[src/rtl/hazard_stall_ctrl.sv]
// ---------------------------------------------------------------------------
// hazard_stall_ctrl
//
// Interlock and flush controller for the five-stage stall pipeline (no
// forwarding). It watches the instruction sitting in ID against a small
// scoreboard of register writes still in flight (EX, MEM, WB) and against
// branches resolved in EX.
//
// It does three jobs:
//   - Stalls on a RAW hazard by holding PC and IF/ID and inserting a bubble
//     into ID/EX.
//   - Flushes when a branch in EX is taken. Prediction is not-taken, so the
//     wrong-path instruction in IF/ID is replaced by a NOP, the ID/EX
//     register gets a bubble, and the PC is loaded with the branch target.
//   - Counts stall cycles and taken-branch flushes in saturating counters.
//
// Parameters
//   WB_BYPASS  1: the register file writes in the first half-cycle, so a
//                 writer in WB is already visible to ID and is not compared.
//              0: the WB slot takes part in the hazard compare.
//   CNT_W      Width of the performance counters.
//
// Ports
//   clk, rst_n       Clock and asynchronous active-low reset.
//   id_valid         ID holds a real instruction.
//   id_rs, id_rt     Source registers of the ID instruction.
//   id_use_rs/rt     The ID instruction actually reads rs / rt.
//   id_wreg          The ID instruction writes a register.
//   id_destR         Destination register of the ID instruction.
//   ex_branch        EX holds a branch.
//   ex_zero          EX compare result (branch condition met).
//   pc_we            PC write enable.
//   ifid_we          IF/ID write enable.
//   ifid_flush       Load a NOP into IF/ID.
//   idex_bubble      Force wreg/wmem/branch to 0 in ID/EX.
//   pc_sel_branch    Select the branch target for the next PC.
//   stall_cnt        Total RAW stall cycles (saturating).
//   flush_cnt        Total taken-branch flushes (saturating).
// ---------------------------------------------------------------------------
module hazard_stall_ctrl #(
  parameter bit WB_BYPASS = 1'b1,
  parameter int CNT_W     = 16
) (
  input  logic             clk,
  input  logic             rst_n,
  input  logic             id_valid,
  input  logic [4:0]       id_rs,
  input  logic [4:0]       id_rt,
  input  logic             id_use_rs,
  input  logic             id_use_rt,
  input  logic             id_wreg,
  input  logic [4:0]       id_destR,
  input  logic             ex_branch,
  input  logic             ex_zero,
  output logic             pc_we,
  output logic             ifid_we,
  output logic             ifid_flush,
  output logic             idex_bubble,
  output logic             pc_sel_branch,
  output logic [CNT_W-1:0] stall_cnt,
  output logic [CNT_W-1:0] flush_cnt
);

  typedef enum logic [1:0] {
    RUN   = 2'd0,
    STALL = 2'd1,
    FLUSH = 2'd2
  } state_t;

  localparam logic [CNT_W-1:0] CNT_MAX = {CNT_W{1'b1}};
  localparam logic [CNT_W-1:0] CNT_ONE = {{(CNT_W-1){1'b0}}, 1'b1};

  // Controller state.
  state_t state_q, state_d;

  // Scoreboard slots. Each slot records one in-flight writer: a valid bit and
  // its destination register.
  logic       ex_v_q,     ex_v_d;
  logic [4:0] ex_dest_q,  ex_dest_d;
  logic       mem_v_q,    mem_v_d;
  logic [4:0] mem_dest_q, mem_dest_d;
  logic       wb_v_q,     wb_v_d;
  logic [4:0] wb_dest_q,  wb_dest_d;

  // Performance counters.
  logic [CNT_W-1:0] stall_cnt_q, stall_cnt_d;
  logic [CNT_W-1:0] flush_cnt_q, flush_cnt_d;

  // Internal decode signals.
  logic taken;
  logic id_live;
  logic hit_rs;
  logic hit_rt;
  logic raw;

  // Unqualified output decisions. Reset forcing is applied on top of these.
  logic pc_we_c;
  logic ifid_we_c;
  logic ifid_flush_c;
  logic idex_bubble_c;
  logic pc_sel_branch_c;
  logic stall_inc;
  logic flush_inc;

  // The branch outcome is not-taken predicted, so only a taken branch acts.
  assign taken = ex_branch & ex_zero;

  // During FLUSH the ID stage holds the NOP that was loaded by the flush.
  // Whatever the upstream logic still shows on id_valid is ignored.
  assign id_live = id_valid & (state_q != FLUSH);

  // Compare each source against every in-flight writer. Register 0 is
  // hardwired, so it never creates a dependency. The WB slot only takes part
  // when the register file cannot bypass the write to the read in the same
  // cycle.
  always_comb begin
    hit_rs = 1'b0;
    hit_rt = 1'b0;
    if (id_rs != 5'd0) begin
      hit_rs = (ex_v_q  && (ex_dest_q  == id_rs)) ||
               (mem_v_q && (mem_dest_q == id_rs)) ||
               (!WB_BYPASS && wb_v_q && (wb_dest_q == id_rs));
    end
    if (id_rt != 5'd0) begin
      hit_rt = (ex_v_q  && (ex_dest_q  == id_rt)) ||
               (mem_v_q && (mem_dest_q == id_rt)) ||
               (!WB_BYPASS && wb_v_q && (wb_dest_q == id_rt));
    end
  end

  assign raw = id_live & ((id_use_rs & hit_rs) | (id_use_rt & hit_rt));

  // Next-state and output decision.
  //
  // A taken branch wins over a RAW stall. The instruction in ID is on the
  // wrong path in that case, so there is nothing to wait for: it is flushed,
  // and the cycle is not counted as a stall. Because raw is already masked
  // in FLUSH, the stall branch can never fire from FLUSH.
  always_comb begin
    state_d         = RUN;
    pc_we_c         = 1'b1;
    ifid_we_c       = 1'b1;
    ifid_flush_c    = 1'b0;
    idex_bubble_c   = 1'b0;
    pc_sel_branch_c = 1'b0;
    stall_inc       = 1'b0;
    flush_inc       = 1'b0;
    if (taken) begin
      pc_sel_branch_c = 1'b1;
      ifid_flush_c    = 1'b1;
      idex_bubble_c   = 1'b1;
      flush_inc       = 1'b1;
      state_d         = FLUSH;
    end else if (raw) begin
      pc_we_c       = 1'b0;
      ifid_we_c     = 1'b0;
      idex_bubble_c = 1'b1;
      stall_inc     = 1'b1;
      state_d       = STALL;
    end
  end

  // Scoreboard shift and counter updates.
  //
  // The slots shift every cycle, including stall cycles. A bubble enters EX
  // whenever ID/EX is bubbled, which keeps the slots aligned with what the
  // datapath actually carries. A writer to r0 is never recorded.
  always_comb begin
    ex_v_d     = 1'b0;
    ex_dest_d  = 5'd0;
    if (!idex_bubble_c) begin
      ex_v_d    = id_live & id_wreg & (id_destR != 5'd0);
      ex_dest_d = id_destR;
    end
    mem_v_d    = ex_v_q;
    mem_dest_d = ex_dest_q;
    wb_v_d     = mem_v_q;
    wb_dest_d  = mem_dest_q;

    stall_cnt_d = stall_cnt_q;
    if (stall_inc && (stall_cnt_q != CNT_MAX)) begin
      stall_cnt_d = stall_cnt_q + CNT_ONE;
    end
    flush_cnt_d = flush_cnt_q;
    if (flush_inc && (flush_cnt_q != CNT_MAX)) begin
      flush_cnt_d = flush_cnt_q + CNT_ONE;
    end
  end

  // State register. Reset drops any pending stall or flush and empties the
  // scoreboard, so the first instruction after reset is checked against
  // nothing in flight.
  always_ff @(posedge clk or negedge rst_n) begin
    if (!rst_n) begin
      state_q     <= RUN;
      ex_v_q      <= 1'b0;
      ex_dest_q   <= 5'd0;
      mem_v_q     <= 1'b0;
      mem_dest_q  <= 5'd0;
      wb_v_q      <= 1'b0;
      wb_dest_q   <= 5'd0;
      stall_cnt_q <= '0;
      flush_cnt_q <= '0;
    end else begin
      state_q     <= state_d;
      ex_v_q      <= ex_v_d;
      ex_dest_q   <= ex_dest_d;
      mem_v_q     <= mem_v_d;
      mem_dest_q  <= mem_dest_d;
      wb_v_q      <= wb_v_d;
      wb_dest_q   <= wb_dest_d;
      stall_cnt_q <= stall_cnt_d;
      flush_cnt_q <= flush_cnt_d;
    end
  end

  // While reset is held the pipeline must free-run with no bubble or
  // redirect, even if a branch input happens to be high.
  assign pc_we         = pc_we_c | ~rst_n;
  assign ifid_we       = ifid_we_c | ~rst_n;
  assign ifid_flush    = ifid_flush_c & rst_n;
  assign idex_bubble   = idex_bubble_c & rst_n;
  assign pc_sel_branch = pc_sel_branch_c & rst_n;
  assign stall_cnt     = stall_cnt_q;
  assign flush_cnt     = flush_cnt_q;

endmodule

[config.mk]
export PLATFORM = sky130hd
export DESIGN_NAME = hazard_stall_ctrl
export DESIGN_NICKNAME = d
export VERILOG_FILES = /design/src/rtl/hazard_stall_ctrl.sv
export SDC_FILE = /design/constraint.sdc
export NUM_CORES = 1
export LEC_CHECK = 0
export CAP_MARGIN = 20
export CORE_MARGIN = 4
export CORE_UTILIZATION = 35
export DETAILED_ROUTE_END_ITERATION = 8
export SLEW_MARGIN = 15
export SYNTH_ARGS = -nofsm -noshare
export SYNTH_HDL_FRONTEND = slang
export SYNTH_SLANG_ARGS = --single-unit
export TNS_END_PERCENT = 100
[constraint.sdc]
create_clock -name clk -period 2.4 [get_ports clk]
set_input_delay 0.24 -clock clk [delete_from_list [all_inputs] [get_ports clk]]
set_output_delay 0.24 -clock clk [all_outputs]
set_load 0.005 [all_outputs]
# Word level (Yosys, flattened, before mapping)
# Index checks and enable logic that the tools add are counted.
# op_classes
addsub	2
eq_ne	7
mux	12
bitwise	12
n_reduce_logical	11
# ops
op	n
adder 16 x 1 -> 16 bit (second input constant)	2
inequality test 16 bit (second input constant)	2
== test 5 bit	4
nonzero test 5 bit	3
two-way mux 1 bit	10
AND 1 bit	9
logical AND 1 bit	6
two-way mux 5 bit	1
logical OR 1 bit	2
two-way mux 2 bit	1
inequality test 2 bit (second input constant)	1
bitwise OR 1 bit	2
inverter 1 bit	1
# word_totals
register_bits	46
output_inout_bits	37

# Depth between registers and ports, before layout
# Gate-level depths: netlist of the first run.
# logic_depth
word_depth	10
depth_mapped	8

# Worst setup path after synthesis of the first run
# Ideal clock, no wire load.
# synth_timing
kind	reg-to-reg
startpoint	register mem_dest_q[4]
endpoint	register stall_cnt_q[5] (netlist: stall_cnt[5])
setup_ps	79
t_arrival_ps	1824
required_time_ps	2321
setup_slack_ps	497
stages_incl_launch_ff	8
n_path_buf	1
cell_sequence	dfrtp_1 xor2_1 nor4_2 a32oi_1 o22a_2 buf_6 nor4_1 xor2_1
# synth_between
elab_chain_cells	10
elab_cells_between_ends	15
classes_between	eq/ne: 2; mux: 4; bitwise: 4; reduce/logical: 5
# synth_lines
element	line	text
start, declared	81	logic [4:0] mem_dest_q, mem_dest_d;
start signal, assigned	209	mem_dest_q <= mem_dest_d;
== test 5 bit, on equally long branches	121, 126	
logical AND 1 bit, on equally long branches	121, 126	
logical OR 1 bit, on equally long branches	120, 125	
two-way mux 1 bit, on equally long branches	119, 124	
AND 1 bit	131	assign raw = id_live & ((id_use_rs & hit_rs) | (id_use_rt & hit_rt));
bitwise OR 1 bit *	131	
AND 1 bit *	131	
two-way mux 1 bit *	154	end else if (raw) begin
two-way mux 1 bit *	148	if (taken) begin
logical AND 1 bit *	181	if (stall_inc && (stall_cnt_q != CNT_MAX)) begin
end signal, assigned	212	stall_cnt_q <= stall_cnt_d;
end, declared	86	logic [CNT_W-1:0] stall_cnt_q, stall_cnt_d;
# Every way passes the cells marked *; elsewhere a longest branch is shown, timed or not.
# A chain may end at the register's enable or synchronous reset.

# Worst setup path after layout of the first run
# layout_timing
startpoint	input id_rt[1]
endpoint	output idex_bubble
# layout_between
elab_chain_cells	10
elab_cells_between_ends	13
classes_between	eq/ne: 2; mux: 3; bitwise: 4; reduce/logical: 4
# layout_lines
element	line	text
start, declared	48	input logic [4:0] id_rt,
== test 5 bit, on equally long branches	125, 126	
logical AND 1 bit, on equally long branches	125, 126	
logical OR 1 bit	125	hit_rt = (ex_v_q && (ex_dest_q == id_rt)) ||
two-way mux 1 bit *	124	if (id_rt != 5'd0) begin
AND 1 bit *	131	
bitwise OR 1 bit *	131	
AND 1 bit *	131	
two-way mux 1 bit *	154	
two-way mux 1 bit *	148	
AND 1 bit *	222	assign idex_bubble = idex_bubble_c & rst_n;
end, declared	58	output logic idex_bubble,
# Marks and branches as above.

==> results.md, run 1 <==
* Status: complete, no violations
* FF-to-FF path depth at 7
* CP delay by family, top: buffers and inverters
* N_diodes at 0
* Setup TNS at 0 ps
* Worst EP required at between 2000 and 2500 ps
* Kind of critical path: in -> out
* Worst reg2reg startpoint: mem_dest_q[4]
* Number of library cell types mapped by synthesis at 33
* H-tree Lvls at 2
* Clock latency on the worst-skew pair at approximately 290 ps
* Final HPWL from detailed placement at approximately 3800 um
* CP bufs+invs at 3
* Total power at around 1800 uW
* Number of remaining DRC errors at 0
* Switching Fraction at 0.264
* Setup violators final at 0
* Hold path start: ex_v_q
* Worst vdd ir at about 520 uV
* PwrDens at roughly 570 nW/um^2
* Hold Path Cell Cnt at 0
* Die area at roughly 7700 um^2
* Share of total power in combinational logic at 0.210
* Largest net degree at the start of global routing at 29
* Placeable Area at ~6100 um^2
* IO buf count at 59
* Initial core utilization at 0.368
* Crit path capture type: output port
* Clock power frac at 0.256
* Die Y at 87.8 um
* Mapped cell area at roughly 2200 um^2
* Post-Synthesis Cells at 202
* WP data arrival at around 2100 ps
* Static leakage at 0.00144 uW
* Relative slew slack at 0.763
* Slowest library cell on the worst path: clkdlybuf4s50_1
* CP Launch Point: id_rt[1]
* Seq/Total Area, Yosys at 0.516
* I/O Pins at 60
* Clk root buf: clkbuf_8
* WP depth at 9
* Worst-margin pin slew at roughly 350 ps
* Area growth syn-to-layout at 39.0%
* Num rows at 28
* Post-Syn Nets at about 230
* Gr ovfl total at 0
* Clock sinks at between 40 and 50
* Tcrit/Tclk final at 0.975
* Initial DRC count at 38
* Total Nets Final at around 300
* Syn_area_per_cell at around 11 um^2
* DR vias at ~1.7k
* Vias in the first global route at approximately 1.8k
* Worst min path class: reg -> reg
* Crit path time final at about 2300 ps
* Final Skew at slightly below 8 ps
* Crit-path cells: clkdlybuf4s50_1 -> buf_4 -> xor2_1 -> nor4_2 -> a32oi_2 -> o22ai_2 -> a31oi_1 -> nor2_1 -> dlygate4sd2_1
* Initial DRT Pass Iterations at 4
* Total wire length at between 5000 and 6000 um
* Post-route ant nets at 0
* Crit-path max FO at 2
* Slowest stage delay, CP at between 400 and 500 ps
* Total track usage at 0.141
* #FFs+latches synth at 46
* Final-report hold violation count at 0
* Wirelength per Cell at 14.5 um
* Sw Pwr at between 400 and 500 uW
* Ys Warns at 0
* Num CTS Buffers at 5
* Initial antenna violation count at 0
* TritonCTS clock tree: done
* Global-route wire length before repair at 8430 um
* RSZ-0062 raised after global routing: yes
* # Max-Cap Violations at 0
* Crit start category: input port
* Die W at roughly 88 um
* Flop pwr share at 0.534
* Layout cells sized above 1 at 0.129
* Int Pwr at 1310 uW
* Vias/cell at roughly 5
* Slew Limit Fails at 0
* CTS clk-pin slew, worst paths at about 70 ps
* Clock Path Buffers at 2
* Fmax at between 400 and 500 MHz
* Routability cong. at approximately 0.8
* Setup bufs post-CTS at 0
synth_stat cells:
cell,number,area share
nor4_1,11,0.031
ha_1,2,0.011
or4_1,3,0.010
o21ai_0,4,0.0090
inv_1,6,0.010
and4_1,3,0.012
nor2b_1,1,0.0028
buf_6,1,0.0050
nor4_2,1,0.0056
and3_1,3,0.0084
dfrtp_1,46,0.52
nand4_2,1,0.0056
clkbuf_1,1,0.0017
nand2_1,13,0.022
and2_1,7,0.020
a31oi_1,1,0.0028
nand2b_1,1,0.0028
nor2_1,11,0.019
nand4_1,6,0.017
xor2_1,37,0.15
nand3_1,11,0.025
o22a_2,1,0.0045
a32oi_1,2,0.0079
or2_2,2,0.0056
mux2_2,2,0.010
xnor2_1,13,0.051
buf_4,2,0.0067
nor3_1,3,0.0067
o41a_1,1,0.0050
o31a_1,1,0.0039
nor4b_1,3,0.012
o22ai_1,1,0.0028
nor3b_1,1,0.0034
area by class of cell:
| class | instances | area [um^2] |
|---|---|---|
| Clock buffer | 6 | 82.6 |
| Sequential cell | 46 | 1150 |
| Multi-Input combinational cell | 146 | 1050 |
| Inverter | 6 | 22.5 |
| Timing Repair Buffer | 75 | 697 |
| Tap cell | 75 | 93.8 |
| Fill cell | 575 | 2960 |
sequential cells by signal (all words and copies together), names as in the netlist:
register	flops
ex_dest_q	5
ex_v_q	1
flush_cnt	16
mem_dest_q	5
mem_v_q	1
stall_cnt	16
state_q	2
cell families after synthesis:
family	share of synthesized area
fa+ha+maj	0.0112
flops	0.516
buf+inv	0.0236
simple gates	0.207
xor+xnor	0.196
mux	0.0101
compound gates	0.0359
layout by cell type, fill, tap and decap left out, types with 2 or more instances in the layout:
master,count
clkbuf_8,6
nor4b_1,3
mux2_2,2
nor3_1,3
nand2_1,13
xnor2_1,13
and2_1,7
or2_2,2
xor2_1,37
nor4_2,2
nor4_1,10
o21ai_0,2
buf_4,15
or4_1,3
nor2_1,11
clkbuf_2,2
ha_1,2
and3_1,3
inv_1,6
nand3_1,11
o21ai_2,2
nand4_1,6
dfrtp_1,46
clkdlybuf4s50_1,55
and4_1,3
power groups by stage:
| stage | Sequential (uW) | Clock [uW] | Combinational [uW] |
|---|---|---|---|
| finish | 950 | 455 | 373 |
| global route | 965 | 522 | 415 |
| CTS | 949 | 477 | 372 |
| detailed placement | 960 | 0 | 368 |
| global placement | 963 | 0 | 365 |
| floorplan | 950 | 0 | 138 |
worst paths after layout:
kind                            slack [ps]             to
worst max-delay path                    60    idex_bubble
worst min-delay path                   400        mem_v_q
worst max register to register         200   stall_cnt[4]
worst min register to register         400        mem_v_q
max in group asynchronous             1590  mem_dest_q[1]
min in group asynchronous              490   flush_cnt[2]
metrics by stage:
| step | std cells | area (um^2) | hold slack, ps | utilization | setup slack (ps) |
|---|---|---|---|---|---|
| final | 354 | 3100 | 398 | 0.512 | 59.2 |
| after global routing | 354 | 3100 | 425 | 0.512 | -55.4 |
| after CTS | 354 | 3080 | 410 | 0.508 | -9.43 |
| after detailed placement | 347 | 2990 | 298 | 0.494 | -262 |
| after global placement | 347 | 2990 | 290 | 0.494 | -239 |
| after floorplan | 202 | 2230 | -55.6 | - | 497 |
per-layer routing:
layer | routed length (um) | global-route usage | vias up
met5 | 0 | 0 | -
met4 | 39 | 0.0418 | 0
met3 | 211 | 0.0414 | 2
met2 | 2550 | 0.227 | 37
met1 | 2340 | 0.185 | 842
li1 | - | - | 858
timing repair:
| action | in CTS | in global routing |
|---|---|---|
| pin swaps | 2 | 3 |
| hold endpoints to repair | 19 | 0 |
| resized for setup | 5 | 9 |
| hold buffers | 1 | 0 |
| gates cloned | 0 | 0 |
| setup endpoints to repair | 3 | 3 |
No activity file was read; power rests on OpenSTA's default activity.
==> inputs of run 2 (changes only) <==
CTS_CLUSTER_DIAMETER = 40   (was default)
==> results of run 2 <==
Same layout as run 1: the final DEF is identical, and so are final timing and power.
==> inputs of run 3 (changes only) <==
CORE_UTILIZATION = 50   (was 35)
CTS_BUF_LIST = sky130_fd_sc_hd__clkbuf_8   (was default)
PLACE_DENSITY = 0.82   (was default)
SLEW_MARGIN = 10   (was 15)
==> run 3 against run 2 <==
Net effect:
- first-iteration DRC count is 100% higher
- sequential power about the same
- final area fell by 2.1%
- hold slack better by 5.1 ps
- non-clock buffer count down 3
- largest power group unchanged
- critical path depth stayed put
- critical path type unchanged
- sequential share of layout area up 0.78 points
- core utilization grew 19 points
- wire length shrank 6.3%
- fmax up 4.3%
- sequential cell count did not move
==> results.md, run 3 (synthesized netlist as in run 1, its figures left out) <==
* Status: complete, no violations
* Number of fill cells at approximately 340
* Crit path time final at ~2200 ps
* Total Nets Final at between 300 and 400
* Placeable Area at roughly 4300 um^2
* Total wire length at between 4000 and 5000 um
* PwrDens at 593 nW/um^2
* Setup bufs post-CTS at 0
* # Max-Cap Violations at 0
* Die Y at roughly 75 um
* IO buf count at roughly 60
* Vias in the first global route at about 1.7k
* Footprint of the multi-input gates at approximately 1000 um^2
* Global-route wire length before repair at between 8000 and 9000 um
* Final HPWL from detailed placement at ~3700 um
* Critical R2R Capture: stall_cnt[9]
* Tcrit/Tclk final at 0.935
* Worst EP required at about 2200 ps
* Slowest library cell on the worst path: clkdlybuf4s50_1
* Initial DRT Pass Iterations at 4
* Most common library cell in the layout ignoring fill and taps: clkdlybuf4s50_1
* Crit-path max FO at 2
* Clk root buf: clkbuf_8
* H-tree Lvls at 2
* Wirelength per Cell at between 10 and 15 um
* Crit path capture type: output port
* Crit start category: input port
* Largest net degree at the start of global routing at 31
* Post-route ant nets at 0
* Setup violators final at 0
* Area growth syn-to-layout at 36.2%
* Hold path start: ex_v_q
* Storage cell area at around 1200 um^2
* Total track usage at 0.190
* Kind of critical path: in -> out
* Final Cell Area at ~3000 um^2
* Int Pwr at about 1300 uW
* RSZ-0062 raised after global routing: no
* Worst Setup EP: idex_bubble
* Worst vdd ir at 547 uV
* Routability cong. at 0.905
* I/O Pins at 60
* Worst min path class: reg -> reg
* Share of total power in combinational logic at 0.206
* Initial DRC count at just under 80
* CTS clk-pin slew, worst paths at 80 ps
* Total power at around 1800 uW
* Worst reg2reg startpoint: mem_dest_q[4]
* TritonCTS clock tree: done
* DR vias at roughly 1.8k
* Sw Pwr at approximately 490 uW
* Clock power frac at 0.266
* Flop pwr share at 0.528
* Number of remaining DRC errors at 0
* Relative slew slack at 0.572
* Clock Path Buffers at 2
* Most frequent cells in the layout: clkdlybuf4s50_1, dfrtp_1, xor2_1, nand2_1, xnor2_1
* N_diodes at 0
* Final-report hold violation count at 0
* Initial antenna violation count at 0
* DP Area at 2940 um^2
* Fmax at approximately 450 MHz
* Crit-path cells: clkdlybuf4s50_1 -> buf_4 -> xor2_1 -> nor4_1 -> a32oi_1 -> o22ai_1 -> a31oi_1 -> nor2_1 -> clkbuf_2
* Die area at approximately 5600 um^2
* Num CTS Buffers at 5
* Slowest stage delay, CP at 420 ps
* CP Launch Point: id_rs[3]
* WP data arrival at roughly 2000 ps
* Clock latency on the worst-skew pair at just under 300 ps
* Gr ovfl total at 0
* FF-to-FF path depth at 7
* Static leakage at around 0.0014 uW
* Switching Fraction at 0.269
* Num rows at 24
* Worst-margin pin slew at ~640 ps
* Initial core utilization at 0.516
* Register-to-Register Setup Slack at between 200 and 250 ps
* Final Skew at around 5.5 ps
* Die W at between 70 and 80 um
* Vias/cell at between 5 and 6
* Layout cells sized above 1 at 0.115
* Clock sinks at 46
* Slew Limit Fails at 0
## run 3: cell count changes in the layout (fill, tap and decap cells not counted), sizes merged
| cell | before | now |
|---|---|---|
| dlygate4sd2 | 1 | 0 |
| clkinvlp | 0 | 1 |
| buf | 16 | 13 |
| clkinv | 0 | 1 |
| clkbuf | 8 | 9 |
## run 3: worst max-delay path, delay by kind of cell
| family | cells | cell delay, ps |
|---|---|---|
| AO/OA/AOI/OAI | 3 | 530 |
| XOR/XNOR | 1 | 150 |
| buffers and inverters | 3 | 690 |
| AND/OR/NAND/NOR | 2 | 380 |
## run 3: layout make-up
class,count,area share
sequential,46,0.379
tap,52,0.0214
timing repair buffer,72,0.221
clock buffer,6,0.0272
clock inverter,2,0.00412
multi-input combinational,146,0.340
inverter,6,0.00741
## run 3: per-stage QoR
stage	TNS [ps]	utilization	cells	hold WS [ps]	setup slack, ps
after CTS	0	0.704	330	406	8.91
after global routing	0	0.703	330	414	16.4
after floorplan	0	-	202	-55.6	497
after detailed placement	-2150	0.680	321	196	-229
after global placement	-2260	0.680	321	185	-273
final	0	0.703	330	403	156
## run 3: timing repair
item | in CTS | in global routing
hold buffers | 1 | 0
pin swaps | 7 | 4
resized for setup | 5 | 7
endpoints found under the setup margin | 3 | 3
gates cloned | 0 | 0
hold endpoints to repair | 16 | 0
## run 3: per-layer routing
metal | global-route usage | share of wire | wire (um) | up-vias
li1 | - | - | - | 854
met1 | 0.266 | 0.44 | 2130 | 847
met2 | 0.297 | 0.49 | 2370 | 47
met3 | 0.0454 | 0.055 | 265 | 5
met4 | 0.0514 | 0.010 | 48 | 0
met5 | 0 | 0 | 0 | -
## run 3: how the worst min path moves through the flow
stage | end | slack [ps] | cells past startpoint
after floorplan | ex_dest_q[0] | -60 | 0
after global placement | mem_dest_q[1] | 190 | 1
after detailed placement | mem_dest_q[1] | 200 | 1
after CTS | flush_cnt[12] | 410 | 2
after global routing | mem_v_q | 410 | 0
final | mem_v_q | 400 | 0
## run 3: power groups by stage
stage / Combinational (uW) / Clock, uW / Sequential, uW
6_report: 371 / 480 / 950
2_1_floorplan: 138 / 0 / 950
3_3_place_gp: 363 / 0 / 959
4_1_cts: 376 / 494 / 950
3_5_place_dp: 372 / 0 / 963
5_1_grt: 417 / 535 / 962
